--- src/rtl/row_scan_sequencer_pkg.sv ---
// Shared constants for the row scan sequencer: FSM state codes and row geometry.
package row_scan_sequencer_pkg;

    localparam logic [1:0] ST_IDLE  = 2'd0;
    localparam logic [1:0] ST_GAP   = 2'd1;
    localparam logic [1:0] ST_DRIVE = 2'd2;
    localparam logic [1:0] ST_DONE  = 2'd3;

    localparam int ROWS  = 8;
    localparam int IDX_W = 3;
    localparam int CNT_W = 8;

endpackage

--- src/rtl/row_scan_sequencer_dwell_timer.sv ---
// Dwell counter for one row: counts enabled cycles, clear has priority,
// tc flags the last dwell cycle (cnt == DWELL-1).
module dwell_timer
    import row_scan_sequencer_pkg::*;
#(
    parameter int unsigned DWELL = 4
) (
    input  logic clk,
    input  logic rst,
    input  logic clr,
    input  logic en,
    output logic tc
);

    logic [CNT_W-1:0] cnt_q;
    logic [CNT_W-1:0] cnt_d;

    always_comb begin
        cnt_d = cnt_q;
        if (clr) begin
            cnt_d = '0;
        end else if (en) begin
            cnt_d = cnt_q + CNT_W'(1);
        end
    end

    always_ff @(posedge clk) begin
        if (rst) begin
            cnt_q <= '0;
        end else begin
            cnt_q <= cnt_d;
        end
    end

    assign tc = (cnt_q == CNT_W'(DWELL - 1));

endmodule

--- src/rtl/row_scan_sequencer.sv ---
// Row scan sequencer: sweeps decoder rows 0..7 with a one-cycle dark gap
// between rows, samples sense on each row's last dwell cycle, publishes an 8-bit snapshot.
module row_scan_sequencer
    import row_scan_sequencer_pkg::*;
#(
    parameter int unsigned DWELL = 4
) (
    input  logic       clk,
    input  logic       rst,
    input  logic       start,
    input  logic       stop,
    input  logic       cont,
    input  logic       sense,
    output logic       d2,
    output logic       d1,
    output logic       d0,
    output logic       en,
    output logic [7:0] row_data,
    output logic       valid,
    output logic       busy
);

    logic [1:0]       state_q,    state_d;
    logic [IDX_W-1:0] idx_q,      idx_d;
    logic [ROWS-2:0]  shadow_q,   shadow_d;
    logic [ROWS-1:0]  row_data_q, row_data_d;
    logic             tc;

    // Counter runs only while driving and restarts at every row boundary.
    dwell_timer #(.DWELL(DWELL)) u_dwell_timer (
        .clk (clk),
        .rst (rst),
        .clr ((state_q != ST_DRIVE) || tc),
        .en  (state_q == ST_DRIVE),
        .tc  (tc)
    );

    always_comb begin
        state_d    = state_q;
        idx_d      = idx_q;
        shadow_d   = shadow_q;
        row_data_d = row_data_q;
        case (state_q)
            ST_IDLE: begin
                idx_d = '0;
                if (start) state_d = ST_GAP;
            end
            ST_GAP: begin
                state_d = ST_DRIVE;
            end
            ST_DRIVE: begin
                if (tc) begin
                    if (idx_q == IDX_W'(ROWS - 1)) begin
                        // Last row goes straight into the snapshot, not the shadow.
                        row_data_d = {sense, shadow_q};
                        idx_d      = '0;
                        state_d    = ST_DONE;
                    end else begin
                        for (int i = 0; i < ROWS - 1; i++) begin
                            if (idx_q == IDX_W'(i)) shadow_d[i] = sense;
                        end
                        idx_d   = idx_q + IDX_W'(1);
                        state_d = ST_GAP;
                    end
                end
            end
            default: begin
                idx_d   = '0;
                state_d = cont ? ST_GAP : ST_IDLE;
            end
        endcase
        // Abort discards the in-progress sweep; the last snapshot survives.
        if (stop) begin
            state_d    = ST_IDLE;
            idx_d      = '0;
            row_data_d = row_data_q;
        end
    end

    always_ff @(posedge clk) begin
        if (rst) begin
            state_q    <= ST_IDLE;
            idx_q      <= '0;
            shadow_q   <= '0;
            row_data_q <= '0;
        end else begin
            state_q    <= state_d;
            idx_q      <= idx_d;
            shadow_q   <= shadow_d;
            row_data_q <= row_data_d;
        end
    end

    assign {d2, d1, d0} = idx_q;
    assign en           = (state_q == ST_DRIVE);
    assign valid        = (state_q == ST_DONE);
    assign busy         = (state_q != ST_IDLE);
    assign row_data     = row_data_q;

endmodule

--- config.mk ---
export PLATFORM = sky130hd
export DESIGN_NAME = row_scan_sequencer
export DESIGN_NICKNAME = d
export VERILOG_FILES = /design/src/rtl/row_scan_sequencer_pkg.sv /design/src/rtl/row_scan_sequencer_dwell_timer.sv /design/src/rtl/row_scan_sequencer.sv
export SDC_FILE = /design/constraint.sdc
export NUM_CORES = 1
export LEC_CHECK = 0
export BUFFER_PORTS_ARGS = -buffer_cell sky130_fd_sc_hd__buf_2
export CORE_ASPECT_RATIO = 1.4
export CORE_MARGIN = 1.5
export CORE_UTILIZATION = 55
export CTS_CLUSTER_SIZE = 30
export DETAILED_ROUTE_END_ITERATION = 12
export PLACE_DENSITY_LB_ADDON = 0.12
export SETUP_SLACK_MARGIN = 0.5
export SLEW_MARGIN = 20
export SYNTH_ARGS = -nofsm -noshare
export SYNTH_HDL_FRONTEND = slang
export SYNTH_SLANG_ARGS = --single-unit
export TNS_END_PERCENT = 20
--- constraint.sdc ---
create_clock -name clk -period 3 [get_ports clk]
set_input_delay 0.6 -clock clk [delete_from_list [all_inputs] [get_ports clk]]
set_output_delay 0.6 -clock clk [all_outputs]
set_load 0.02 [all_outputs]
After elaboration in Yosys (flattened, before gate mapping)
Cells that the tools add are included.
{"block": "word_totals", "latchBits": 0, "mem_bits_ro": 0, "mem_bits_rw": 0, "mem_count": 0, "regBits": 28}
{"block": "op_classes", "eq_ne": 14, "n_bitwise": 3, "n_mul": 0, "order_cmp": 0, "mux": 8, "n_div": 0, "n_shift": 0, "addsub": 2, "reduce_logical": 16}
{"operator": "$reduce_and 4->1", "n": 8}
{"operator": "$eq 3x3->1 const B", "n": 4}
{"operator": "$add 8x1->8 const B", "n": 1}
{"operator": "$eq 8x2->1 const B", "n": 1}
{"operator": "$eq 3x2->1 const B", "n": 2}
{"operator": "$mux 2", "n": 3}
{"operator": "$mux 3", "n": 2}
{"operator": "$pmux 2 s3", "n": 1}
{"operator": "$pmux 3 s2", "n": 1}
{"operator": "$eq 2x2->1 const B", "n": 2}
{"operator": "$ne 2x2->1 const B", "n": 2}
{"operator": "$reduce_and 2->1", "n": 2}
{"operator": "$reduce_or 2->1", "n": 2}
{"operator": "$add 3x1->3 const B", "n": 1}
{"operator": "$eq 3x1->1 const B", "n": 1}
{"operator": "$logic_not 3->1", "n": 1}
{"operator": "$not 1->1", "n": 3}
{"operator": "$eq 2x1->1 const B", "n": 1}
{"operator": "$logic_not 2->1", "n": 1}
{"operator": "$ne 2x1->1 const B", "n": 1}
{"operator": "$reduce_bool 2->1", "n": 1}
{"operator": "$logic_or 1x1->1", "n": 1}
{"operator": "$mux 1", "n": 1}

Longest topological paths before layout
Gate-level depths: netlist of the first run.
{"block": "depth", "word_depth": 4, "mapped_depth": 6, "depth_no_buf": 5}

Cells and area by module
From an unflattened synthesis of the first run, not the netlist that was laid out.
{"block": "unflattened", "hier_cells": 144, "area_unflattened_um2": 1396.3}
{"module": "row_scan_sequencer", "instances": 1, "area_each_um2": 1021.0, "cells_per_inst": 102, "seq_area_each_um2": 400.4}
{"module": "dwell_timer", "instances": 1, "area_each_um2": 375.4, "cells_per_inst": 42, "seq_area_each_um2": 160.2}

Worst setup path before layout of the first run
Ideal clock, no wire load.
{"block": "synth_path", "kind": "flip-flop to flip-flop", "start": "register idx_q[0]", "end": "register row_data_q[0], in the netlist row_data[0]", "n_path_buf": 0, "setup_ps": 72, "stages_incl_launch_ff": 6, "arrival_time_ps": 2032, "path_slack_ps": 897, "path_cell_list": "dfxtp_1 -> ha_1 -> ha_1 -> or4bb_1 -> nor3_4 -> mux2i_1"}
{"block": "synth_via", "elab_chain_cells": 2}
{"element": "from (decl)", "line": "row_scan_sequencer.sv:24", "text": "logic [IDX_W-1:0] idx_q, idx_d;"}
{"element": "from (signal assigned)", "line": "row_scan_sequencer.sv:88", "text": "idx_q <= idx_d;"}
{"element": "$eq 3x3->1", "line": "row_scan_sequencer.sv:53", "text": "if (idx_q == IDX_W'(ROWS - 1)) begin"}
{"element": "$reduce_and 4->1 (no source line)"}
{"element": "to (signal assigned)", "line": "row_scan_sequencer.sv:90", "text": "row_data_q <= row_data_d;"}
{"element": "to (decl)", "line": "row_scan_sequencer.sv:26", "text": "logic [ROWS-1:0] row_data_q, row_data_d;"}
Every way passes these cells.
A chain may end at the register's enable or synchronous reset.

Final worst setup path of the first run
{"block": "layout_path", "start": "register idx_q[0]", "end": "register row_data_q[6], in the netlist row_data[6]"}
The elaborated chain is that of the path after synthesis.

==> results_dict.tcl, run 1 <==
set metrics [dict create \
    cts_resized 0 \
    ant_nets 0 \
    status "completed" \
    finClkSkew_ns 0.00469 \
    p_seq_frac 0.580 \
    grtUsageTotal 0.210 \
    row_count 21 \
    post_synth_inst_count 151 \
    route.layer.met1.wl_microns 1130 \
    synthDistinctLibCells 45 \
    port_buffers 19 \
    sw_ratio 0.202 \
    power_frac_comb 0.035 \
    min_period_over_period 0.743 \
    timing_worst_slew_pin_value_ns 0.674 \
    synthesis.nets 164 \
    holdPathStages 2 \
    first_global_vias 1060 \
    layout-drive-gt1-share 0.178 \
    dp_hpwl_microns 1970 \
    dieWidth_microns 46.5 \
    grt_antenna_before_repair 0 \
    final.setup.tns_ns 0 \
    critical_path_class "flip-flop to flip-flop" \
    hold_path.class "input pin to flip-flop" \
    wire_per_inst_microns 14.0 \
    clk-insertion-delay-late_ns 0.33 \
    syn_area_sq_um 1460 \
    drt_pre_antenna_iters 4 \
    synthFlopType "dfxtp_1" \
    power_density_over_cell_area_nw_per_um2 410 \
    cts_tree "built" \
    grt_overflow_total 0 \
    ys_seq_area_frac 0.385 \
    clockBufferDepth 2 \
    clk_root_buffer_cell "clkbuf_4" \
    cts_made_buffers 3 \
    worst_hold_slack_ns 0.466 \
    synth.ff_latch_count 28 \
    cellLeakagePower_nw 0.561 \
    die_h_microns 63.9 \
    area_growth_from_synthesis_to_layout_pct 9.11 \
    finalWirelength_microns 2760 \
    num_vias 1129 \
    end_kind "flip-flop" \
    critPathArrivalTime_ns 2.50 \
    num_antenna_cells 0 \
    startpoint_types "flip-flop" \
    io_pins 20 \
    yosys.area.top_type_share 0.385 \
    met2_wirelength_microns 1460 \
    core_sq_um 2440 \
    timing.final.setup_violations 0 \
    clock_sink_count 28 \
    power.net_switching_w 0.000131 \
    peakVddDrop_uv 314 \
    relSlewSlack 0.546 \
    timing.final.max_slew_violations 0 \
    final_nets 177 \
    fmax_mhz 449 \
    grt_first_pass_wirelength_microns 4610 \
    postSynth.asyncResetShare 0 \
    crit_required_ns 3.27 \
    final_hold_viol_count 0 \
    initialDrtViolationCount 43 \
    grt_start_max_net_pins 21 \
    worst-r2r-cell-count 5 \
    syn_warnings 0 \
    detailroute.wirelength.met3_microns 105 \
    synth_area_leader_cell "dfxtp_1" \
    synth_enable_flop_cells 0 \
    total_setup_buffers_inserted_after_cts 0 \
    syn_area_per_cell_sq_um 9.64 \
    worst_setup_hold_path_clk_slew_ns 0.15 \
    min_period_ns 2.23 \
    postCtsHoldBufs 0 \
    avgViaCountPerCell 5.73 \
    max_cap_violations 0 \
    initial_core_util 0.595 \
    rsz0062_at_grt "no" \
    globalplace.congestion 0.781 \
    clockPowerShare 0.385 \
    crit_path_max_fanout 8 \
    cts.htree.levels 1 \
    internal_power_w 0.000519 \
    synth_top_cells_by_area "dfxtp_1 39%, mux2i_1 10%, nand2b_1 6.9%" \
    n_fill_cell 214 \
    die_area_sq_um 2970 \
    highest-signal-layer "met4" \
    drc_errors 0 \
]
==> final cells by class <==
class | instances | area [sq um] | area share
Clock buffer | 3 | 22.5 | 0.0142
Clock inverter | 1 | 30.0 | 0.0189
Inverter | 7 | 26.3 | 0.0165
Multi-Input combinational cell | 105 | 811 | 0.511
Sequential cell | 28 | 561 | 0.353
Tap cell | 34 | 42.5 | 0.0268
Timing Repair Buffer | 19 | 95.1 | 0.0599
==> Yosys cell counts, drive strengths merged (2+ instances only) <==
cell type	n
or2	2
buf	4
nand2b	16
o21ai	6
clkbuf	7
nor3b	2
mux2i	15
ha	7
a21boi	2
or3	6
nor2	3
nor4	7
or4b	2
inv	7
a21oi	4
nand3b	3
nand4	2
dfxtp	28
nor3	2
nand2	3
or4bb	3
a2111oi	3
nor2b	3
==> critical path, stage by stage (launching register included) <==
cell and delay (ns):
dfxtp_1 0.47, ha_1 0.22, ha_1 0.24, or4bb_1 0.54, nor3_4 0.44, mux2i_1 0.26
==> power groups by stage <==
stage	registers, W	clock network (W)	logic, W
after floorplan	0.000381	0	0.0000194
after global routing	0.000378	0.000269	0.0000247
after CTS	0.000377	0.000256	0.0000229
after detailed placement	0.000385	0	0.0000227
final	0.000377	0.000251	0.0000227
after global placement	0.000385	0	0.0000223
==> flip-flops by register name, summed over array words and instances (netlist names) <==
name                 count
idx_q                    3
row_data                 8
shadow_q                 7
state_q                  2
u_dwell_timer.cnt_q      8
==> through the flow <==
step | cells | util | cell area, sq um | power, W | setup WS [ns]
floorplan | 151 | - | 1460 | 0.000401 | 0.897
global placement | 193 | 0.628 | 1540 | 0.000407 | 0.907
detailed placement | 193 | 0.628 | 1540 | 0.000408 | 0.795
CTS | 197 | 0.650 | 1590 | 0.000656 | 0.753
global route | 197 | 0.650 | 1590 | 0.000672 | 0.600
finish | 197 | 0.650 | 1590 | 0.000651 | 0.772
==> metal layers <==
metal / GRT usage / up-vias
met3: 0.0254 / 6
met1: 0.247 / 520
met4: 0.0964 / 0
li1: - / 564
met5: 0 / -
met2: 0.358 / 39
==> cells by family (layout without fill, tap and decap cells) <==
kind of cell,Yosys count,in the layout,synth area share
muxes,15,15,0.103
and+or+nand+nor,60,60,0.285
AOI/OAI and AO/OA,21,21,0.0972
DFF,28,28,0.385
buffers and inverters,18,30,0.0576
adders and majority gates,7,7,0.0602
xor gates and xnor gates,2,2,0.0120
==> cells in the final DEF (no fill, tap or decap), types with 2 or more instances in the layout <==
master     synthesis  routed
dfxtp_1           28      28
buf_2              1      19
nand2b_1          16      16
mux2i_1           15      15
inv_1              7       7
ha_1               7       7
or3_1              6       6
nor4_1             6       6
o21ai_0            6       6
a21oi_1            4       4
nor2b_1            3       3
or4bb_1            3       3
nand3b_1           3       3
nor2_1             3       3
nand2_1            3       3
clkbuf_4           0       3
a2111oi_0          2       2
nor3b_1            2       2
nand4_1            2       2
==> worst paths after layout <==
path	from	end	slack, ns
setup / recovery	idx_q[0]$_SDFFE_PP0P_	row_data[6]$_SDFFE_PP0P_	0.77
hold / removal	stop	idx_q[2]$_SDFFE_PP0P_	0.47
setup reg to reg	idx_q[0]$_SDFFE_PP0P_	row_data[6]$_SDFFE_PP0P_	0.77
hold reg to reg	row_data[5]$_SDFFE_PP0P_	row_data[5]$_SDFFE_PP0P_	0.48
Note: power is estimated with default switching activity, not from simulation.
==> run 2, diff against run 1 <==
==> constraint.sdc (replaced) <==
create_clock -name clk -period 2.2 [get_ports clk]
set_input_delay 0.44 -clock clk [delete_from_list [all_inputs] [get_ports clk]]
set_output_delay 0.44 -clock clk [all_outputs]
set_load 0.02 [all_outputs]
==> run 2 against run 1 <==
Utilization grew 9.3 points. Total power grew 29%. Setup slack lost 0.37 ns. Sequential power grew 35%. Hold slack lost 0.16 ns. Clock power grew 16%. Die area is the same. Count of clock-buffer cells in the layout grew 1.
==> results_dict.tcl, run 2 (same netlist as run 1, synthesis figures left out) <==
set metrics [dict create \
    final-seq-area_sq_um 574 \
    min_period_ns 1.80 \
    grt_antenna_before_repair 0 \
    max_cap_violations 0 \
    layout-drive-gt1-share 0.331 \
    worst_setup_hold_path_clk_slew_ns 0.15 \
    ant_nets 0 \
    timing_worst_slew_pin_value_ns 0.352 \
    end_kind "flip-flop" \
    finalWirelength_microns 3160 \
    grt_first_pass_wirelength_microns 5150 \
    peakVddDrop_uv 463 \
    min_period_over_period 0.816 \
    power_frac_comb 0.046 \
    startpoint_types "flip-flop" \
    layout_commonest_cell "dfxtp_1" \
    cts_tree "built" \
    worst_hold_slack_ns 0.304 \
    dp_hpwl_microns 2120 \
    dieWidth_microns 46.5 \
    crit_path_max_fanout 6 \
    timing.final.max_slew_violations 0 \
    clockPowerShare 0.349 \
    avgViaCountPerCell 5.59 \
    power_density_over_cell_area_nw_per_um2 463 \
    final_cell_mix "23 x dfxtp_1, 19 x buf_2, 16 x nand2b_1" \
    clk-insertion-delay-late_ns 0.32 \
    post-layout-total-power_w 0.000839 \
    initialDrtViolationCount 29 \
    fmax_mhz 557 \
    wire_per_inst_microns 14.9 \
    final_hold_viol_count 0 \
    initial_core_util 0.595 \
    drt_pre_antenna_iters 4 \
    placed_cells_incl_taps 198 \
    finish.utilization 0.742 \
    rsz0062_at_grt "yes" \
    critPathArrivalTime_ns 2.06 \
    clock_sink_count 28 \
    cts.htree.levels 1 \
    fin_cells 212 \
    num_vias 1185 \
    max_stage_delay_ns 0.52 \
    cp_top_family "simple AND/OR/NAND/NOR gates" \
    row_count 21 \
    multiInputGateArea_sq_um 916 \
    p_seq_frac 0.606 \
    io_pins 20 \
    critPathSlowestCell "or4b_4" \
    path_buf_inv 0 \
    grt_start_max_net_pins 21 \
    crit_required_ns 2.46 \
    clk_root_buffer_cell "clkbuf_4" \
    cts_made_buffers 3 \
    die_area_sq_um 2970 \
    area_growth_from_synthesis_to_layout_pct 24.7 \
    grt_overflow_total 0 \
    timing.critical_path.cells "ha_4 > ha_4 > or4b_4 > nor4_4 > mux2i_1" \
    ff2ff_setup_slack_ns 0.40 \
    status "completed" \
    critical_path_class "flip-flop to flip-flop" \
    cellLeakagePower_nw 0.632 \
    num_antenna_cells 0 \
    final_nets 192 \
    finClkSkew_ns 0.00277 \
    port_buffers 19 \
    sw_ratio 0.212 \
    n_fill_cell 193 \
    globalplace.congestion 0.789 \
    power.net_switching_w 0.000177 \
    timing.final.setup_violations 0 \
    relSlewSlack 0.759 \
    grtUsageTotal 0.227 \
    die_h_microns 63.9 \
    core_sq_um 2440 \
    clockBufferDepth 2 \
    hold_path.class "input pin to flip-flop" \
    drc_errors 0 \
    first_global_vias 1184 \
    cpMostUsedCell "ha_4" \
    postCtsHoldBufs 0 \
    final.setup.tns_ns 0 \
    internal_power_w 0.000662 \
]
-- run 2: cell types whose count changed in the layout (fill, tap and decap cells not counted), moves of 3 or more --
cell	change
ha_1	-3
dfxtp_1	-5
nor4_1	-5
buf_4	+12
nor4_2	+4
dfxtp_4	+3
ha_4	+3
-- run 2: power by group through the flow --
stage | logic, W | clock network [W] | registers [W]
2_1_floorplan | 0.0000267 | 0 | 0.000518
3_3_place_gp | 0.0000356 | 0 | 0.000520
3_5_place_dp | 0.0000369 | 0 | 0.000520
4_1_cts | 0.0000381 | 0.000297 | 0.000509
5_1_grt | 0.0000417 | 0.000322 | 0.000509
6_report | 0.0000383 | 0.000292 | 0.000508
-- run 2: worst register-to-register path, delay by kind of cell (launching register included) --
| kind | cells | cell delay, ns |
|---|---|---|
| flip-flops | 1 | 0.38 |
| multiplexers | 1 | 0.21 |
| adder cells (fa/ha/maj) | 2 | 0.34 |
| AND/OR/NAND/NOR | 2 | 0.81 |
-- run 2: what timing repair did --
item | in CTS | in global routing
setup buffers | 6 | 3
cloned | 1 | 0
endpoints found under the setup margin | 27 | 23
resized for setup | 13 | 2
pin swaps | 1 | 3
-- run 2: path summary, 6_finish.rpt --
path | startpoint | end | cells after the start
max | idx_q[0]$_SDFFE_PP0P_ | shadow_q[0]$_SDFFE_PP0P_ | 5
min | stop | idx_q[2]$_SDFFE_PP0P_ | 2
max reg2reg | idx_q[0]$_SDFFE_PP0P_ | shadow_q[0]$_SDFFE_PP0P_ | 5
min reg2reg | row_data[2]$_SDFFE_PP0P_ | row_data[2]$_SDFFE_PP0P_ | 2
-- run 2: final cells by class --
class                   count  share of cell area
clock buffers               4              0.0262
inverters                   7              0.0145
flip-flops and latches     28               0.317
repair buffers             33               0.114
well taps                  34              0.0234
multi-input cells         106               0.505
-- run 2: stage by stage --
stage	worst slack [ns]	area [sq um]
6_report	0.405	1810
2_1_floorplan	0.371	1510
3_3_place_gp	0.335	1620
4_1_cts	0.401	1790
5_1_grt	0.332	1810
3_5_place_dp	0.251	1620
-- run 2: metal layers --
layer  track usage  wire (microns)  vias to the layer above  share of wire
met5             0               0                        -              0
met4        0.0536              36                        0          0.011
met3        0.0169              42                        4          0.013
met2         0.422            1700                       11           0.54
met1         0.264            1380                      572           0.44
li1              -               -                      598              -
==> run 3, diff against run 2 <==
--- a/config.mk
+++ b/config.mk
@@ -5,10 +5,11 @@
 export SDC_FILE = /design/constraint.sdc
 export NUM_CORES = 1
 export LEC_CHECK = 0
+export ABC_AREA = 1
 export BUFFER_PORTS_ARGS = -buffer_cell sky130_fd_sc_hd__buf_2
 export CORE_ASPECT_RATIO = 1.4
 export CORE_MARGIN = 1.5
-export CORE_UTILIZATION = 55
+export CORE_UTILIZATION = 50
 export CTS_CLUSTER_SIZE = 30
 export DETAILED_ROUTE_END_ITERATION = 12
 export PLACE_DENSITY_LB_ADDON = 0.12
==> constraint.sdc (replaced) <==
create_clock -name clk -period 1.58 [get_ports clk]
set_input_delay 0.316 -clock clk [delete_from_list [all_inputs] [get_ports clk]]
set_output_delay 0.316 -clock clk [all_outputs]
set_load 0.02 [all_outputs]
==> run 3 against run 2 <==
Hold slack improved by 0.0029 ns. Critical endpoint unchanged. First-iteration DRC count stayed put. Sequential power increased by 40%. Non-clock buffer count fell by 12. Register-to-register slack worse by 0.12 ns. Fmax up 39%. Wire length fell by 14%. Global-route usage fell by 3.4 points. Area after synthesis is 0.34% higher. Sequential cell count stayed put. Count of clock-buffer cells in the layout unchanged.
==> results_dict.tcl, run 3 <==
set metrics [dict create \
    multiInputGateArea_sq_um 827 \
    holdPathStages 4 \
    drt_pre_antenna_iters 4 \
    status "completed" \
    power_density_over_cell_area_nw_per_um2 716 \
    final_hold_viol_count 0 \
    die_h_microns 66.9 \
    clock_sink_count 28 \
    crit_path_max_fanout 5 \
    cp_top_family "simple AND/OR/NAND/NOR gates" \
    critPathArrivalTime_ns 1.50 \
    peakVddDrop_uv 385 \
    drc_errors 0 \
    dieWidth_microns 48.7 \
    p_seq_frac 0.562 \
    finish.utilization 0.626 \
    synthesis.nets 228 \
    synthFlopType "dfxtp_1" \
    hold_path.class "input pin to flip-flop" \
    synth.ff_latch_count 28 \
    fmax_mhz 772 \
    dp_hpwl_microns 1980 \
    initial_core_util 0.518 \
    max_stage_delay_ns 0.38 \
    synthDistinctLibCells 24 \
    grt_antenna_before_repair 0 \
    postSynth.asyncResetShare 0 \
    grt_overflow_total 0 \
    power.net_switching_w 0.000264 \
    worst_hold_path_endpoint "idx_q[0]$_SDFFE_PP0P_" \
    cpMostUsedCell "nand2_1" \
    timing.critical_path.cells "ha_4 > nand3_4 > nor2_8 > nand3_1 > nand2_1 > nand2_1 > nor2_1" \
    clockBufferDepth 2 \
    grt_first_pass_wirelength_microns 4940 \
    worst_r2r_startpoint "u_dwell_timer.cnt_q[0]$_SDFFE_PP0P_" \
    critical_path_class "flip-flop to flip-flop" \
    post_synth_inst_count 215 \
    area_growth_from_synthesis_to_layout_pct 21.0 \
    die_area_sq_um 3260 \
    final-seq-area_sq_um 574 \
    min_period_ns 1.30 \
    finalWirelength_microns 2730 \
    end_kind "flip-flop" \
    min_period_over_period 0.820 \
    clk_root_buffer_cell "clkbuf_8" \
    timing.final.setup_violations 0 \
    timing_worst_slew_pin_value_ns 0.303 \
    initialDrtViolationCount 29 \
    cellLeakagePower_nw 0.850 \
    syn_area_sq_um 1460 \
    syn_warnings 0 \
    post_synth_most_frequent_cells "52 x nand2_1, 41 x nor2_1, 30 x inv_1, 28 x dfxtp_1, 13 x nand3_1" \
    port_buffers 19 \
    ys_seq_area_frac 0.384 \
    path_buf_inv 0 \
    rsz0062_at_grt "yes" \
    internal_power_w 0.00100 \
    sw_ratio 0.209 \
    synth.most_common_cell "nand2_1" \
    synth_top_cells_by_area "dfxtp_1 38%, nand2_1 13%, nor2_1 11%" \
    startpoint_types "flip-flop" \
    num_antenna_cells 0 \
    cts.htree.levels 1 \
    ff2ff_setup_slack_ns 0.28 \
    hold_start "rst" \
    final.setup.tns_ns 0 \
    synth_enable_flop_cells 0 \
    cts_made_buffers 3 \
    timing.final.max_slew_violations 0 \
    wire_per_inst_microns 9.95 \
    worst-r2r-cell-count 7 \
    final_cell_mix "52 x nand2_1, 41 x nor2_1, 29 x inv_1" \
    layout-drive-gt1-share 0.236 \
    synth_area_leader_cell "dfxtp_1" \
    yosys.area.top_type_share 0.384 \
    worst_setup_hold_path_clk_slew_ns 0.10 \
    grt_start_max_net_pins 17 \
    grtUsageTotal 0.193 \
    post-layout-total-power_w 0.00126 \
    row_count 23 \
    syn_area_per_cell_sq_um 6.79 \
    ant_nets 0 \
    clockPowerShare 0.394 \
    first_global_vias 1249 \
    num_vias 1289 \
    final_nets 251 \
    globalplace.congestion 0.785 \
    critical_path.reg2reg.endpoint "shadow_q[0]$_SDFFE_PP0P_" \
    crit_required_ns 1.79 \
    relSlewSlack 0.797 \
    worstSetupStartpoint "u_dwell_timer.cnt_q[0]$_SDFFE_PP0P_" \
    layout_commonest_cell "nand2_1" \
    finClkSkew_ns 0.00664 \
    io_pins 20 \
    critPathSlowestCell "dfxtp_2" \
    n_fill_cell 269 \
    power_frac_comb 0.044 \
    clk-insertion-delay-late_ns 0.28 \
    avgViaCountPerCell 4.70 \
    max_cap_violations 0 \
    core_sq_um 2820 \
    postCtsHoldBufs 0 \
    cts_tree "built" \
]
## run 3: cell families after synthesis
family,after synthesis,synth area share
AOI/OAI and AO/OA,11,0.0386
adders and majority gates,7,0.0600
buffers and inverters,39,0.111
and+or+nand+nor,129,0.400
DFF,28,0.384
xor gates and xnor gates,1,0.00600
## run 3: worst max path at each step
stage	slack (ns)	cells after the start	to
final	0.28	7	shadow_q[0]$_SDFFE_PP0P_
after global routing	0.18	8	row_data[5]$_SDFFE_PP0P_
after CTS	0.29	8	row_data[6]$_SDFFE_PP0P_
after detailed placement	0.29	8	row_data[7]$_SDFFE_PP0P_
after global placement	0.30	7	row_data[5]$_SDFFE_PP0P_
after floorplan	0.32	8	row_data[7]$_SDFFE_PP0P_
## run 3: worst register-to-register path, cell delays in order (launching register included)
cell and delay, ns:
dfxtp_2 0.38, ha_4 0.17, nand3_4 0.12, nor2_8 0.19
nand3_1 0.13, nand2_1 0.08, nand2_1 0.05, nor2_1 0.12
## run 3: area by class of cell
class / count / area share
Tap cell: 37 / 0.0262
Sequential cell: 28 / 0.325
Clock buffer: 4 / 0.0375
Inverter: 35 / 0.0772
Multi-Input combinational cell: 149 / 0.468
Timing Repair Buffer: 21 / 0.0659
## run 3: power groups by stage
stage | combinational (W) | sequential, W | clock, W
floorplan | 0.0000347 | 0.000726 | 0
global placement | 0.0000529 | 0.000726 | 0
global route | 0.0000619 | 0.000711 | 0.000533
CTS | 0.0000553 | 0.000710 | 0.000514
detailed placement | 0.0000524 | 0.000726 | 0
finish | 0.0000560 | 0.000710 | 0.000498
## run 3: per-layer routing
metal | GRT usage | vias to the layer above | wire, microns
li1 | - | 699 | -
met1 | 0.195 | 554 | 1240
met2 | 0.384 | 29 | 1360
met3 | 0.0224 | 7 | 67
met4 | 0.100 | 0 | 66
met5 | 0 | - | 0
## run 3: through the flow
stage | setup slack (ns) | std cells | instance area (sq um) | hold WS, ns
after floorplan | 0.318 | 215 | 1510 | 0.419
after global placement | 0.300 | 268 | 1630 | 0.435
after detailed placement | 0.286 | 268 | 1630 | 0.447
after CTS | 0.291 | 274 | 1750 | 0.302
after global routing | 0.179 | 274 | 1770 | 0.316
final | 0.284 | 274 | 1770 | 0.307
## run 3: what timing repair did
| item | in CTS | in global routing |
|---|---|---|
| buffers inserted | 1 | 0 |
| gates cloned | 1 | 0 |
| resized for setup | 10 | 4 |
| setup endpoints to repair | 42 | 42 |
| hold endpoints to repair | 0 | 0 |
| pin swaps | 3 | 0 |
